`src/rtl/mem_access_stage.sv`:
```
// MEM stage: drives a variable-latency req/ack data port for loads and stores,
// stalls upstream while an access is outstanding, and registers MEM/WB results.

module mem_access_lane #(
  parameter int LANE = 0
) (
  input  logic [1:0]  off,
  input  logic [1:0]  size,
  input  logic [31:0] data,
  output logic        be,
  output logic [7:0]  wbyte
);
  localparam logic [1:0] IDX = LANE[1:0];

  // Narrow stores replicate the low byte/halfword into every lane; be picks the live ones.
  always_comb begin
    be    = 1'b1;
    wbyte = data[8*LANE +: 8];
    case (size)
      2'd0: begin
        be    = (off == IDX);
        wbyte = data[7:0];
      end
      2'd1: begin
        be    = (off[1] == IDX[1]);
        wbyte = data[8*(LANE%2) +: 8];
      end
      default: ;
    endcase
  end
endmodule

module mem_access_stage #(
  parameter int unsigned TIMEOUT = 255
) (
  input  logic        clk_i,
  input  logic        start_i,
  input  logic [31:0] pc_i,
  input  logic [31:0] instr_i,
  input  logic [31:0] ALUResult_i,
  input  logic [31:0] VALUResult_i,
  input  logic [31:0] RDData_i,
  input  logic [4:0]  RDaddr_i,
  input  logic        RegWrite_i,
  input  logic        MemToReg_i,
  input  logic        MemRead_i,
  input  logic        MemWrite_i,
  output logic        mem_req_o,
  output logic        mem_we_o,
  output logic [31:0] mem_addr_o,
  output logic [3:0]  mem_be_o,
  output logic [31:0] mem_wdata_o,
  input  logic        mem_ack_i,
  input  logic [31:0] mem_rdata_i,
  output logic        Stall_o,
  output logic [31:0] pc_o,
  output logic [31:0] instr_o,
  output logic [31:0] ALUResult_o,
  output logic [31:0] VALUResult_o,
  output logic [31:0] ReadData_o,
  output logic [4:0]  RDaddr_o,
  output logic        RegWrite_o,
  output logic        MemToReg_o,
  output logic        err_o
);
  localparam int NUM_LANES = 4;

  typedef enum logic [1:0] {IDLE, WAIT, DONE} state_t;

  typedef struct packed {
    logic        we;
    logic [31:0] addr;
    logic [3:0]  be;
    logic [31:0] wdata;
  } mem_req_t;

  state_t   state, state_nxt;
  mem_req_t req_d, req_q;
  logic [7:0]  cnt, cnt_inc;
  logic        timeout_hit;
  logic [2:0]  funct3, req_f3;
  logic [1:0]  off, size, req_off;
  logic        mem_op, legal, aligned, issue;
  logic        abort;
  logic [31:0] rd_cap;
  logic        stall_raw, wb_load, err_nxt;
  logic [NUM_LANES-1:0]       lane_be;
  logic [NUM_LANES-1:0][7:0]  lane_wd;

  function automatic logic [31:0] fmt_load(input logic [2:0] f3, input logic [1:0] o,
                                           input logic [31:0] w);
    logic [31:0] sh;
    sh = w >> {o, 3'b000};
    case (f3)
      3'b000:  return {{24{sh[7]}}, sh[7:0]};
      3'b001:  return {{16{sh[15]}}, sh[15:0]};
      3'b100:  return {24'h0, sh[7:0]};
      3'b101:  return {16'h0, sh[15:0]};
      default: return w;
    endcase
  endfunction

  assign funct3 = instr_i[14:12];
  assign size   = funct3[1:0];
  assign off    = ALUResult_i[1:0];

  always_comb begin
    mem_op = MemRead_i | MemWrite_i;
    if (MemWrite_i) legal = (funct3 == 3'b000) || (funct3 == 3'b001) || (funct3 == 3'b010);
    else            legal = (funct3 != 3'b011) && (funct3 != 3'b110) && (funct3 != 3'b111);
    case (size)
      2'd0:    aligned = 1'b1;
      2'd1:    aligned = ~off[0];
      2'd2:    aligned = (off == 2'b00);
      default: aligned = 1'b0;
    endcase
    issue = mem_op & legal & aligned;
  end

  for (genvar l = 0; l < NUM_LANES; l++) begin : g_lane
    mem_access_lane #(.LANE(l)) u_lane (
      .off  (off),
      .size (size),
      .data (RDData_i),
      .be   (lane_be[l]),
      .wbyte(lane_wd[l])
    );
  end

  assign req_d.we    = MemWrite_i;
  assign req_d.addr  = {ALUResult_i[31:2], 2'b00};
  assign req_d.be    = lane_be;
  assign req_d.wdata = lane_wd;

  assign mem_we_o    = req_q.we;
  assign mem_addr_o  = req_q.addr;
  assign mem_be_o    = req_q.be;
  assign mem_wdata_o = req_q.wdata;

  assign cnt_inc     = cnt + 8'd1;
  assign timeout_hit = (cnt_inc == TIMEOUT[7:0]);

  always_comb begin
    state_nxt = state;
    stall_raw = 1'b0;
    wb_load   = 1'b0;
    err_nxt   = 1'b0;
    case (state)
      IDLE: begin
        stall_raw = issue;
        wb_load   = ~issue;
        err_nxt   = mem_op & ~issue;
        if (issue) state_nxt = WAIT;
      end
      WAIT: begin
        stall_raw = 1'b1;
        if (mem_ack_i || timeout_hit) state_nxt = DONE;
      end
      DONE: begin
        wb_load   = 1'b1;
        err_nxt   = abort;
        state_nxt = IDLE;
      end
      default: state_nxt = IDLE;
    endcase
  end

  // Gate with reset so upstream is never held while the stage is in reset.
  assign Stall_o = start_i & stall_raw;

  always_ff @(posedge clk_i or negedge start_i) begin
    if (!start_i) state <= IDLE;
    else          state <= state_nxt;
  end

  always_ff @(posedge clk_i or negedge start_i) begin
    if (!start_i) begin
      req_q        <= '0;
      mem_req_o    <= 1'b0;
      cnt          <= '0;
      abort        <= 1'b0;
      req_f3       <= '0;
      req_off      <= '0;
      rd_cap       <= '0;
      pc_o         <= '0;
      instr_o      <= '0;
      ALUResult_o  <= '0;
      VALUResult_o <= '0;
      ReadData_o   <= '0;
      RDaddr_o     <= '0;
      RegWrite_o   <= 1'b0;
      MemToReg_o   <= 1'b0;
      err_o        <= 1'b0;
    end else begin
      err_o      <= err_nxt;
      RegWrite_o <= wb_load & ~err_nxt & RegWrite_i;
      MemToReg_o <= wb_load & ~err_nxt & MemToReg_i;
      // Data fields hold across bubbles so the MEM/WB contents stay deterministic.
      if (wb_load) begin
        pc_o         <= pc_i;
        instr_o      <= instr_i;
        ALUResult_o  <= ALUResult_i;
        VALUResult_o <= VALUResult_i;
        RDaddr_o     <= RDaddr_i;
        ReadData_o   <= (state == DONE && !abort) ? rd_cap : '0;
      end
      case (state)
        IDLE: if (issue) begin
          req_q     <= req_d;
          mem_req_o <= 1'b1;
          cnt       <= '0;
          abort     <= 1'b0;
          req_f3    <= funct3;
          req_off   <= off;
        end
        WAIT: begin
          cnt <= cnt_inc;
          if (mem_ack_i) begin
            mem_req_o <= 1'b0;
            rd_cap    <= req_q.we ? '0 : fmt_load(req_f3, req_off, mem_rdata_i);
          end else if (timeout_hit) begin
            mem_req_o <= 1'b0;
            abort     <= 1'b1;
            rd_cap    <= '0;
          end
        end
        DONE:    cnt <= '0;
        default: ;
      endcase
    end
  end
endmodule
```
`config.mk`:
```
export PLATFORM = sky130hd
export DESIGN_NAME = mem_access_stage
export DESIGN_NICKNAME = d
export VERILOG_FILES = /design/src/rtl/mem_access_stage.sv
export SDC_FILE = /design/constraint.sdc
export NUM_CORES = 1
export LEC_CHECK = 0
export ABC_AREA = 1
export BUFFER_PORTS_ARGS = -buffer_cell sky130_fd_sc_hd__buf_2
export CAP_MARGIN = 20
export CORE_MARGIN = 10
export CORE_UTILIZATION = 54
export CTS_CLUSTER_DIAMETER = 150
export DETAILED_ROUTE_END_ITERATION = 12
export PLACE_DENSITY = 0.85
export SETUP_SLACK_MARGIN = 0.1
export SLEW_MARGIN = 10
export SYNTH_ARGS = -nofsm -noshare
export SYNTH_HDL_FRONTEND = slang
export SYNTH_HIERARCHICAL = 1
export SYNTH_SLANG_ARGS = --single-unit
```
`constraint.sdc`:
```
create_clock -name clk_i -period 4.41 [get_ports clk_i]
set_input_delay 0.882 -clock clk_i [delete_from_list [all_inputs] [get_ports clk_i]]
set_output_delay 0.882 -clock clk_i [all_outputs]
set_load 0.02 [all_outputs]
```
==> flow_results.xml, run 1 <==
<?xml version="1.0" encoding="UTF-8"?>
<metrics>
  <group name="yosys">
    <metric name="netlist.area_leader.share" unit="%">56.5</metric>
    <metric name="synth_edf_count" unit="">0</metric>
    <metric name="synthAdderAreaFrac" unit="%">0.199</metric>
    <metric name="synthCells" unit="">1483</metric>
    <metric name="synth_top_family_by_area" unit="">simple AND/OR/NAND/NOR gates</metric>
    <metric name="post-synth-top-count-cell" unit="">sky130_fd_sc_hd__nand2_1</metric>
    <metric name="synth_async_sr_flop_share" unit="%">100</metric>
    <metric name="postSynthAreaPerCell" unit="um^2">8.48</metric>
    <metric name="synth_area" unit="um^2">12600</metric>
    <metric name="synth-compound-area-share" unit="%">5.78</metric>
    <metric name="area_share_of_and_or_nand_nor_cells_after_synthesis" unit="%">31.0</metric>
    <metric name="synth_top_cells_by_count" unit="">579 x sky130_fd_sc_hd__nand2_1, 284 x sky130_fd_sc_hd__dfrtp_1, 227 x sky130_fd_sc_hd__nand3_1</metric>
    <metric name="yosys-top-cells-area" unit="">sky130_fd_sc_hd__dfrtp_1 56%, sky130_fd_sc_hd__nand2_1 17%, sky130_fd_sc_hd__nand3_1 9.0%</metric>
    <metric name="synth-seq-area-share" unit="%">56.5</metric>
    <metric name="synth.largest_area_cell" unit="">sky130_fd_sc_hd__dfrtp_1</metric>
    <metric name="post_synth_top_flop" unit="">sky130_fd_sc_hd__dfrtp_1</metric>
    <metric name="yosys_warnings" unit="">6</metric>
    <metric name="yosysUniqueCellTypes" unit="">34</metric>
    <metric name="yosys.area_share.xor_xnor" unit="%">0</metric>
    <metric name="multiplexer_fraction_of_the_synthesized_cell_area" unit="%">0</metric>
    <metric name="synth_seq_cells" unit="">284</metric>
  </group>
  <group name="setup_path">
    <metric name="ff2ff_setup_slack" unit="ns">1.83</metric>
    <metric name="reg2reg_from" unit="">state[0]</metric>
    <metric name="critPathKind" unit="">input pin to output port</metric>
    <metric name="worst_path_dominant_cell_family" unit="">simple AND/OR/NAND/NOR gates</metric>
    <metric name="setup.worst_path.end_class" unit="">output port</metric>
    <metric name="critical_path.n_buffers_inverters" unit="">3</metric>
    <metric name="cpMaxStageDelayCell" unit="">sky130_fd_sc_hd__nand2_4</metric>
    <metric name="arrival" unit="ns">2.32</metric>
    <metric name="worst_path_largest_cell_delay" unit="ns">0.26</metric>
    <metric name="largest_fanout_on_the_critical_path" unit="">21</metric>
    <metric name="start_kind" unit="">input pin</metric>
    <metric name="critical_path_required" unit="ns">3.53</metric>
    <metric name="worst_path_most_repeated_cell" unit="">sky130_fd_sc_hd__nand2_1</metric>
    <metric name="regToRegEndpoint" unit="">mem_wdata_o[18]</metric>
    <metric name="worstRegToRegCells" unit="">5</metric>
    <metric name="cp_cell_sequence" unit="">buf_2 -&gt; inv_1 -&gt; nand4_1 -&gt; nand2_1 -&gt; nand2_1 -&gt; nand2_4 -&gt; nand2_1 -&gt; nor2_1 -&gt; buf_2</metric>
  </group>
  <group name="worst_hold_path">
    <metric name="min_path_type" unit="">input pin to asynchronous set/reset pin</metric>
  </group>
  <group name="grt">
    <metric name="first_pass_grt_wire_length" unit="um">66300</metric>
    <metric name="grt_pass1_vias" unit="">11900</metric>
    <metric name="gr_busiest_metal" unit="">met2</metric>
    <metric name="grt_antenna_before_repair" unit="">12</metric>
    <metric name="grt_max_degree" unit="">154</metric>
    <metric name="met3_usage" unit="%">9.17</metric>
    <metric name="gr-usage-met1" unit="%">31.4</metric>
    <metric name="global_route.overflow_total" unit="">0</metric>
    <metric name="use_met2" unit="%">45.2</metric>
    <metric name="grt_util_all_layers" unit="%">27.3</metric>
  </group>
  <group name="sta">
    <metric name="slew_headroom" unit="%">31.0</metric>
    <metric name="maxSlewViolCount" unit="">0</metric>
    <metric name="fin_worst_skew" unit="ns">0.0112</metric>
    <metric name="actual_slew_at_the_worst_max_slew_pin" unit="ns">1.03</metric>
    <metric name="rsz0062_at_grt" unit="">no</metric>
    <metric name="timing.final.ws_setup" unit="ns">1.21</metric>
    <metric name="final_period_utilization" unit="%">72.6</metric>
    <metric name="worst_hold_slack" unit="ns">0.259</metric>
    <metric name="shortest_clock_period_the_worst_path_allows_after_layout" unit="ns">3.20</metric>
    <metric name="hold_violations" unit="">0</metric>
    <metric name="timing.setup.tns" unit="ns">0</metric>
    <metric name="max_freq" unit="MHz">312</metric>
    <metric name="setup-violations-final" unit="">0</metric>
  </group>
  <group name="clocking">
    <metric name="htree_num_levels" unit="">1</metric>
    <metric name="post_cts.resized_instances" unit="">0</metric>
    <metric name="cts-root-buf" unit="">sky130_fd_sc_hd__clkbuf_16</metric>
    <metric name="cts_hold_buf" unit="">0</metric>
    <metric name="cts_inserted_buffers" unit="">30</metric>
    <metric name="clock_latency" unit="ns">0.55</metric>
    <metric name="clkSinkCount" unit="">284</metric>
    <metric name="post-cts-setup-buffer-count" unit="">0</metric>
    <metric name="clk_pin_slew" unit="ns">0.06</metric>
    <metric name="max_root_sink_buffers" unit="">3</metric>
    <metric name="tritoncts" unit="">built</metric>
  </group>
  <group name="pwr">
    <metric name="power.net_switching" unit="mW">4.03</metric>
    <metric name="clock_power_share" unit="%">25.7</metric>
    <metric name="power.sequential.fraction" unit="%">39.5</metric>
    <metric name="power.share.combinational" unit="%">34.8</metric>
    <metric name="total_leakage_power" unit="nW">8.86</metric>
    <metric name="worst_ir_drop_vdd" unit="mV">0.387</metric>
    <metric name="power.internal" unit="mW">6.01</metric>
    <metric name="power.density_cell_area" unit="nW/um^2">636</metric>
    <metric name="finalPower" unit="mW">10.0</metric>
    <metric name="power.switching_fraction" unit="%">40.2</metric>
  </group>
  <group name="floorplan">
    <metric name="start_util" unit="%">55.2</metric>
    <metric name="floorplan.core_area" unit="um^2">22800</metric>
    <metric name="die-area" unit="um^2">29800</metric>
    <metric name="fp.dieW" unit="um">173</metric>
    <metric name="ios" unit="">443</metric>
    <metric name="placement_rows" unit="">55</metric>
    <metric name="y_dimension_of_the_die" unit="um">173</metric>
  </group>
  <group name="placed_design">
    <metric name="port_buffers" unit="">440</metric>
    <metric name="globalplace.congestion" unit="">0.937</metric>
    <metric name="post_dp_cell_area" unit="um^2">14700</metric>
    <metric name="post_placement_setup_slack" unit="ns">1.17</metric>
    <metric name="numPlacedInstances" unit="">2142</metric>
    <metric name="dp_hpwl" unit="um">30400</metric>
  </group>
  <group name="drt">
    <metric name="vias_per_cell" unit="">5.42</metric>
    <metric name="wl_per_cell" unit="um">19.5</metric>
    <metric name="drt-pass1-iter-count" unit="">6</metric>
    <metric name="initialDrtViolationCount" unit="">1287</metric>
    <metric name="drc" unit="">0</metric>
    <metric name="detailroute.via_count" unit="">12000</metric>
    <metric name="route.antenna.remaining_nets" unit="">0</metric>
    <metric name="wl" unit="um">43200</metric>
  </group>
  <group name="final_layout">
    <metric name="regArea" unit="um^2">7110</metric>
    <metric name="final-instance-count-excl-fill" unit="">2212</metric>
    <metric name="layout-drive-gt1-share" unit="%">29.3</metric>
    <metric name="multi_input_comb_area" unit="um^2">4690</metric>
    <metric name="layout.filler_cells" unit="">1792</metric>
    <metric name="num-nets-final" unit="">2067</metric>
    <metric name="area.growth.synth_to_final" unit="%">25.5</metric>
    <metric name="stdcell_area" unit="um^2">15800</metric>
    <metric name="layout.core_utilization" unit="%">69.3</metric>
  </group>
  <group name="job">
    <metric name="maxCapViolCount" unit="">0</metric>
  </group>
  <group name="status">
    <metric name="run_status" unit="">finished, final reports clean</metric>
  </group>
</metrics>
kinds of logic (layout without fill, tap and decap cells):
kind of cell             after synthesis  in the layout
AO/OA/AOI/OAI                        134            134
adder cells (fa/ha/maj)                2              2
buffers and inverters                165            566
flip-flops                           284            284
other                                  1             16
AND/OR/NAND/NOR                      897            897
registers in the layout, indices dropped and copies added, names as in the netlist, 2 cells and up:
signal,cells
ReadData_o,32
RDaddr_o,5
req_off,2
mem_wdata_o,32
pc_o,32
state,2
instr_o,32
cnt,8
ALUResult_o,32
VALUResult_o,32
rd_cap,32
req_f3,3
mem_be_o,4
mem_addr_o,30
power groups by stage:
stage	Sequential, mW	Combinational (mW)	Clock, mW
2_1_floorplan	4.67	1.44	0
3_3_place_gp	3.93	3.41	0
3_5_place_dp	3.96	3.50	0
4_1_cts	3.95	3.52	2.60
5_1_grt	4.05	3.80	2.72
6_report	3.97	3.50	2.58
worst max path at each step:
| stage | startpoint | end | slack [ns] | depth (start not counted) |
|---|---|---|---|---|
| floorplan | ALUResult_i[0] | Stall_o | 1.77 | 8 |
| global placement | instr_i[12] | pc_o[15] | 1.24 | 10 |
| detailed placement | instr_i[12] | instr_o[27] | 1.17 | 10 |
| CTS | instr_i[12] | Stall_o | 1.19 | 9 |
| global route | instr_i[12] | Stall_o | 1.10 | 9 |
| finish | instr_i[12] | Stall_o | 1.21 | 9 |
cells in the final DEF (no fill, tap or decap), types with 3 or more instances in the layout:
cell                        instances
sky130_fd_sc_hd__nor2_4             4
sky130_fd_sc_hd__clkbuf_16         31
sky130_fd_sc_hd__diode_2           14
sky130_fd_sc_hd__clkinv_2           5
sky130_fd_sc_hd__nor2_2             5
sky130_fd_sc_hd__buf_12             3
sky130_fd_sc_hd__o221ai_1           7
sky130_fd_sc_hd__clkbuf_8           8
sky130_fd_sc_hd__o21ai_1           16
sky130_fd_sc_hd__inv_2              6
sky130_fd_sc_hd__nor3_1             8
sky130_fd_sc_hd__a21oi_1           41
sky130_fd_sc_hd__inv_1             51
sky130_fd_sc_hd__nand3_1          226
sky130_fd_sc_hd__clkbuf_1           9
sky130_fd_sc_hd__nand2_1          577
sky130_fd_sc_hd__o21ai_0           59
sky130_fd_sc_hd__dfrtp_1          284
sky130_fd_sc_hd__buf_2            439
sky130_fd_sc_hd__o21ai_2            5
sky130_fd_sc_hd__nand2_4            5
sky130_fd_sc_hd__nor2_1            40
sky130_fd_sc_hd__o22ai_1            4
sky130_fd_sc_hd__nand4_1            3
sky130_fd_sc_hd__nand3_2           23
sky130_fd_sc_hd__inv_4              3
sky130_fd_sc_hd__buf_4              7
worst reg2reg max path, cell delays in order, from the launching register on:
cell	delay, ns
sky130_fd_sc_hd__dfrtp_1	0.41
sky130_fd_sc_hd__nor2_1	0.42
sky130_fd_sc_hd__nand3_4	0.51
sky130_fd_sc_hd__inv_2	0.88
sky130_fd_sc_hd__nand2_1	0.17
sky130_fd_sc_hd__nand2_1	0.13
layer usage:
layer / part of all wire (%) / wire, um
met1: 36 / 15700
met2: 49 / 21100
met3: 11 / 4550
met4: 4.2 / 1820
met5: 0.028 / 12
layout make-up:
class                           count  area share, %
Clock buffer                       48           5.82
Antenna cell                       14          0.222
Clock inverter                      8          0.594
Multi-Input combinational cell   1035           29.7
Inverter                           60           1.47
Sequential cell                   284           45.0
Tap cell                          313           2.48
Timing Repair Buffer              450           14.7
Power figures use the tool's default switching activity.
==> run 2: changes to the inputs <==
--- a/config.mk
+++ b/config.mk
@@ -9,10 +9,10 @@
 export BUFFER_PORTS_ARGS = -buffer_cell sky130_fd_sc_hd__buf_2
 export CAP_MARGIN = 20
 export CORE_MARGIN = 10
-export CORE_UTILIZATION = 54
+export CORE_UTILIZATION = 45
 export CTS_CLUSTER_DIAMETER = 150
 export DETAILED_ROUTE_END_ITERATION = 12
-export PLACE_DENSITY = 0.85
+export PLACE_DENSITY = 0.75
 export SETUP_SLACK_MARGIN = 0.1
 export SLEW_MARGIN = 10
 export SYNTH_ARGS = -nofsm -noshare
==> constraint.sdc (replaced) <==
create_clock -name clk_i -period 2.7 [get_ports clk_i]
set_input_delay 0.54 -clock clk_i [delete_from_list [all_inputs] [get_ports clk_i]]
set_output_delay 0.54 -clock clk_i [all_outputs]
set_load 0.02 [all_outputs]
==> flow_results.xml, run 2 (synthesis gave the netlist of run 1 again) <==
<?xml version="1.0" encoding="UTF-8"?>
<metrics>
  <group name="grt">
    <metric name="first_pass_grt_wire_length" unit="um">66700</metric>
    <metric name="global_route.overflow_total" unit="">0</metric>
    <metric name="grt_max_degree" unit="">151</metric>
    <metric name="grt_antenna_before_repair" unit="">10</metric>
    <metric name="grt_util_all_layers" unit="%">23.5</metric>
    <metric name="grt_pass1_vias" unit="">11800</metric>
  </group>
  <group name="sta">
    <metric name="final_period_utilization" unit="%">87.4</metric>
    <metric name="max_freq" unit="MHz">424</metric>
    <metric name="timing.final.ws_setup" unit="ns">0.341</metric>
    <metric name="actual_slew_at_the_worst_max_slew_pin" unit="ns">0.942</metric>
    <metric name="rsz0062_at_grt" unit="">no</metric>
    <metric name="fin_worst_skew" unit="ns">0.0168</metric>
    <metric name="hold_violations" unit="">0</metric>
    <metric name="maxSlewViolCount" unit="">0</metric>
    <metric name="worst_hold_slack" unit="ns">0.153</metric>
    <metric name="shortest_clock_period_the_worst_path_allows_after_layout" unit="ns">2.36</metric>
    <metric name="slew_headroom" unit="%">37.2</metric>
    <metric name="setup-violations-final" unit="">0</metric>
    <metric name="timing.setup.tns" unit="ns">0</metric>
  </group>
  <group name="job">
    <metric name="maxCapViolCount" unit="">0</metric>
  </group>
  <group name="clocking">
    <metric name="clock_latency" unit="ns">0.51</metric>
    <metric name="clk_pin_slew" unit="ns">0.06</metric>
    <metric name="post-cts-setup-buffer-count" unit="">0</metric>
    <metric name="cts_inserted_buffers" unit="">34</metric>
    <metric name="max_root_sink_buffers" unit="">3</metric>
    <metric name="cts-root-buf" unit="">sky130_fd_sc_hd__clkbuf_16</metric>
    <metric name="post_cts.resized_instances" unit="">0</metric>
    <metric name="cts_hold_buf" unit="">0</metric>
    <metric name="tritoncts" unit="">built</metric>
    <metric name="clkSinkCount" unit="">284</metric>
    <metric name="htree_num_levels" unit="">2</metric>
  </group>
  <group name="final_layout">
    <metric name="layout-drive-gt1-share" unit="%">30.1</metric>
    <metric name="final_cell_mix" unit="">577 x sky130_fd_sc_hd__nand2_1, 439 x sky130_fd_sc_hd__buf_2, 284 x sky130_fd_sc_hd__dfrtp_1, 226 x sky130_fd_sc_hd__nand3_1, 59 x sky130_fd_sc_hd__o21ai_0</metric>
    <metric name="final-instance-count-excl-fill" unit="">2283</metric>
    <metric name="num-nets-final" unit="">2079</metric>
    <metric name="mostFrequentLayoutCell" unit="">sky130_fd_sc_hd__nand2_1</metric>
    <metric name="layout.filler_cells" unit="">2513</metric>
    <metric name="area.growth.synth_to_final" unit="%">28.5</metric>
  </group>
  <group name="placed_design">
    <metric name="post_placement_setup_slack" unit="ns">0.490</metric>
    <metric name="numPlacedInstances" unit="">2215</metric>
    <metric name="globalplace.congestion" unit="">0.886</metric>
    <metric name="port_buffers" unit="">440</metric>
    <metric name="dp_hpwl" unit="um">30100</metric>
  </group>
  <group name="setup_path">
    <metric name="ff2ff_setup_slack" unit="ns">0.55</metric>
    <metric name="start_kind" unit="">flip-flop</metric>
    <metric name="reg2reg_from" unit="">req_off[0]</metric>
    <metric name="worstRegToRegCells" unit="">7</metric>
    <metric name="largest_fanout_on_the_critical_path" unit="">4</metric>
    <metric name="arrival" unit="ns">1.82</metric>
    <metric name="critical_path_required" unit="ns">2.16</metric>
    <metric name="setup.worst_path.end_class" unit="">output port</metric>
    <metric name="critPathKind" unit="">flip-flop to output port</metric>
    <metric name="regToRegEndpoint" unit="">rd_cap[31]</metric>
  </group>
  <group name="pwr">
    <metric name="power.internal" unit="mW">10.3</metric>
    <metric name="finalPower" unit="mW">16.9</metric>
    <metric name="power.switching_fraction" unit="%">39.0</metric>
    <metric name="total_leakage_power" unit="nW">9.01</metric>
    <metric name="power.sequential.fraction" unit="%">37.9</metric>
    <metric name="power.net_switching" unit="mW">6.60</metric>
    <metric name="clock_power_share" unit="%">28.0</metric>
    <metric name="power.share.combinational" unit="%">34.1</metric>
    <metric name="worst_ir_drop_vdd" unit="mV">0.776</metric>
    <metric name="power.density_cell_area" unit="nW/um^2">1050</metric>
  </group>
  <group name="drt">
    <metric name="wl_per_cell" unit="um">18.6</metric>
    <metric name="initialDrtViolationCount" unit="">1021</metric>
    <metric name="drt-pass1-iter-count" unit="">6</metric>
    <metric name="wl" unit="um">42400</metric>
    <metric name="drc" unit="">0</metric>
    <metric name="vias_per_cell" unit="">5.18</metric>
    <metric name="route.antenna.remaining_nets" unit="">0</metric>
    <metric name="detailroute.via_count" unit="">11800</metric>
  </group>
  <group name="floorplan">
    <metric name="floorplan.core_area" unit="um^2">27700</metric>
    <metric name="y_dimension_of_the_die" unit="um">187</metric>
    <metric name="start_util" unit="%">45.4</metric>
    <metric name="fp.dieW" unit="um">187</metric>
    <metric name="ios" unit="">443</metric>
    <metric name="die-area" unit="um^2">35000</metric>
    <metric name="placement_rows" unit="">61</metric>
  </group>
  <group name="worst_hold_path">
    <metric name="min_path_type" unit="">input pin to asynchronous set/reset pin</metric>
  </group>
  <group name="status">
    <metric name="run_status" unit="">finished, final reports clean</metric>
  </group>
</metrics>
## run 2: cell count changes in the layout (fill, tap and decap cells not counted), sizes merged
cell      delta
clkbuf       -1
buf          +8
clkinv       +1
clkinvlp     +3
bufinv       +1
diode        -6
## run 2: worst max-delay path, stage by stage (launching register included)
cell	delay (ns)
sky130_fd_sc_hd__dfrtp_1	0.41
sky130_fd_sc_hd__nor2_1	0.39
sky130_fd_sc_hd__nand2_4	0.14
sky130_fd_sc_hd__nand2_1	0.14
sky130_fd_sc_hd__nor2_1	0.07
sky130_fd_sc_hd__buf_2	0.16
## run 2: layout make-up
class                           instances  area (um^2)  share of cell area, %
Antenna cell                            8         20.0                  0.124
Inverter                               60          233                   1.44
Multi-Input combinational cell       1035         4690                   29.0
Clock buffer                           47         1030                   6.39
Timing Repair Buffer                  458         2460                   15.2
Tap cell                              378          473                   2.93
Sequential cell                       284         7110                   44.0
Clock inverter                         13          148                  0.914
## run 2: how the worst max path moves through the flow
stage | cells past startpoint | slack, ns | startpoint | endpoint
finish | 5 | 0.34 | state[0] | Stall_o
global route | 5 | 0.24 | state[0] | Stall_o
CTS | 5 | 0.33 | state[0] | Stall_o
detailed placement | 9 | 0.49 | instr_i[13] | Stall_o
global placement | 9 | 0.51 | ALUResult_i[0] | Stall_o
floorplan | 8 | 0.75 | ALUResult_i[0] | Stall_o
## run 2: routing by layer
metal	up-vias	GRT usage [%]	share of wire [%]
li1	5552	-	-
met1	5629	27.7	38
met2	531	37.7	47
met3	119	8.76	10
met4	4	10.3	4.3
met5	-	0	0.050
## run 2: power by group through the flow
stage                     logic [mW]  clock network, mW  registers [mW]
after floorplan                 2.35                  0            7.62
after global placement          5.70                  0            6.40
after detailed placement        5.82                  0            6.44
after CTS                       5.83               4.83            6.40
after global routing            6.34               5.03            6.57
final                           5.77               4.75            6.41
## run 2: metrics by stage
step,util [%],cell area (um^2)
2_1_floorplan,-,12600
3_3_place_gp,54.0,15000
3_5_place_dp,54.0,15000
4_1_cts,58.3,16100
5_1_grt,58.3,16200
6_report,58.3,16200
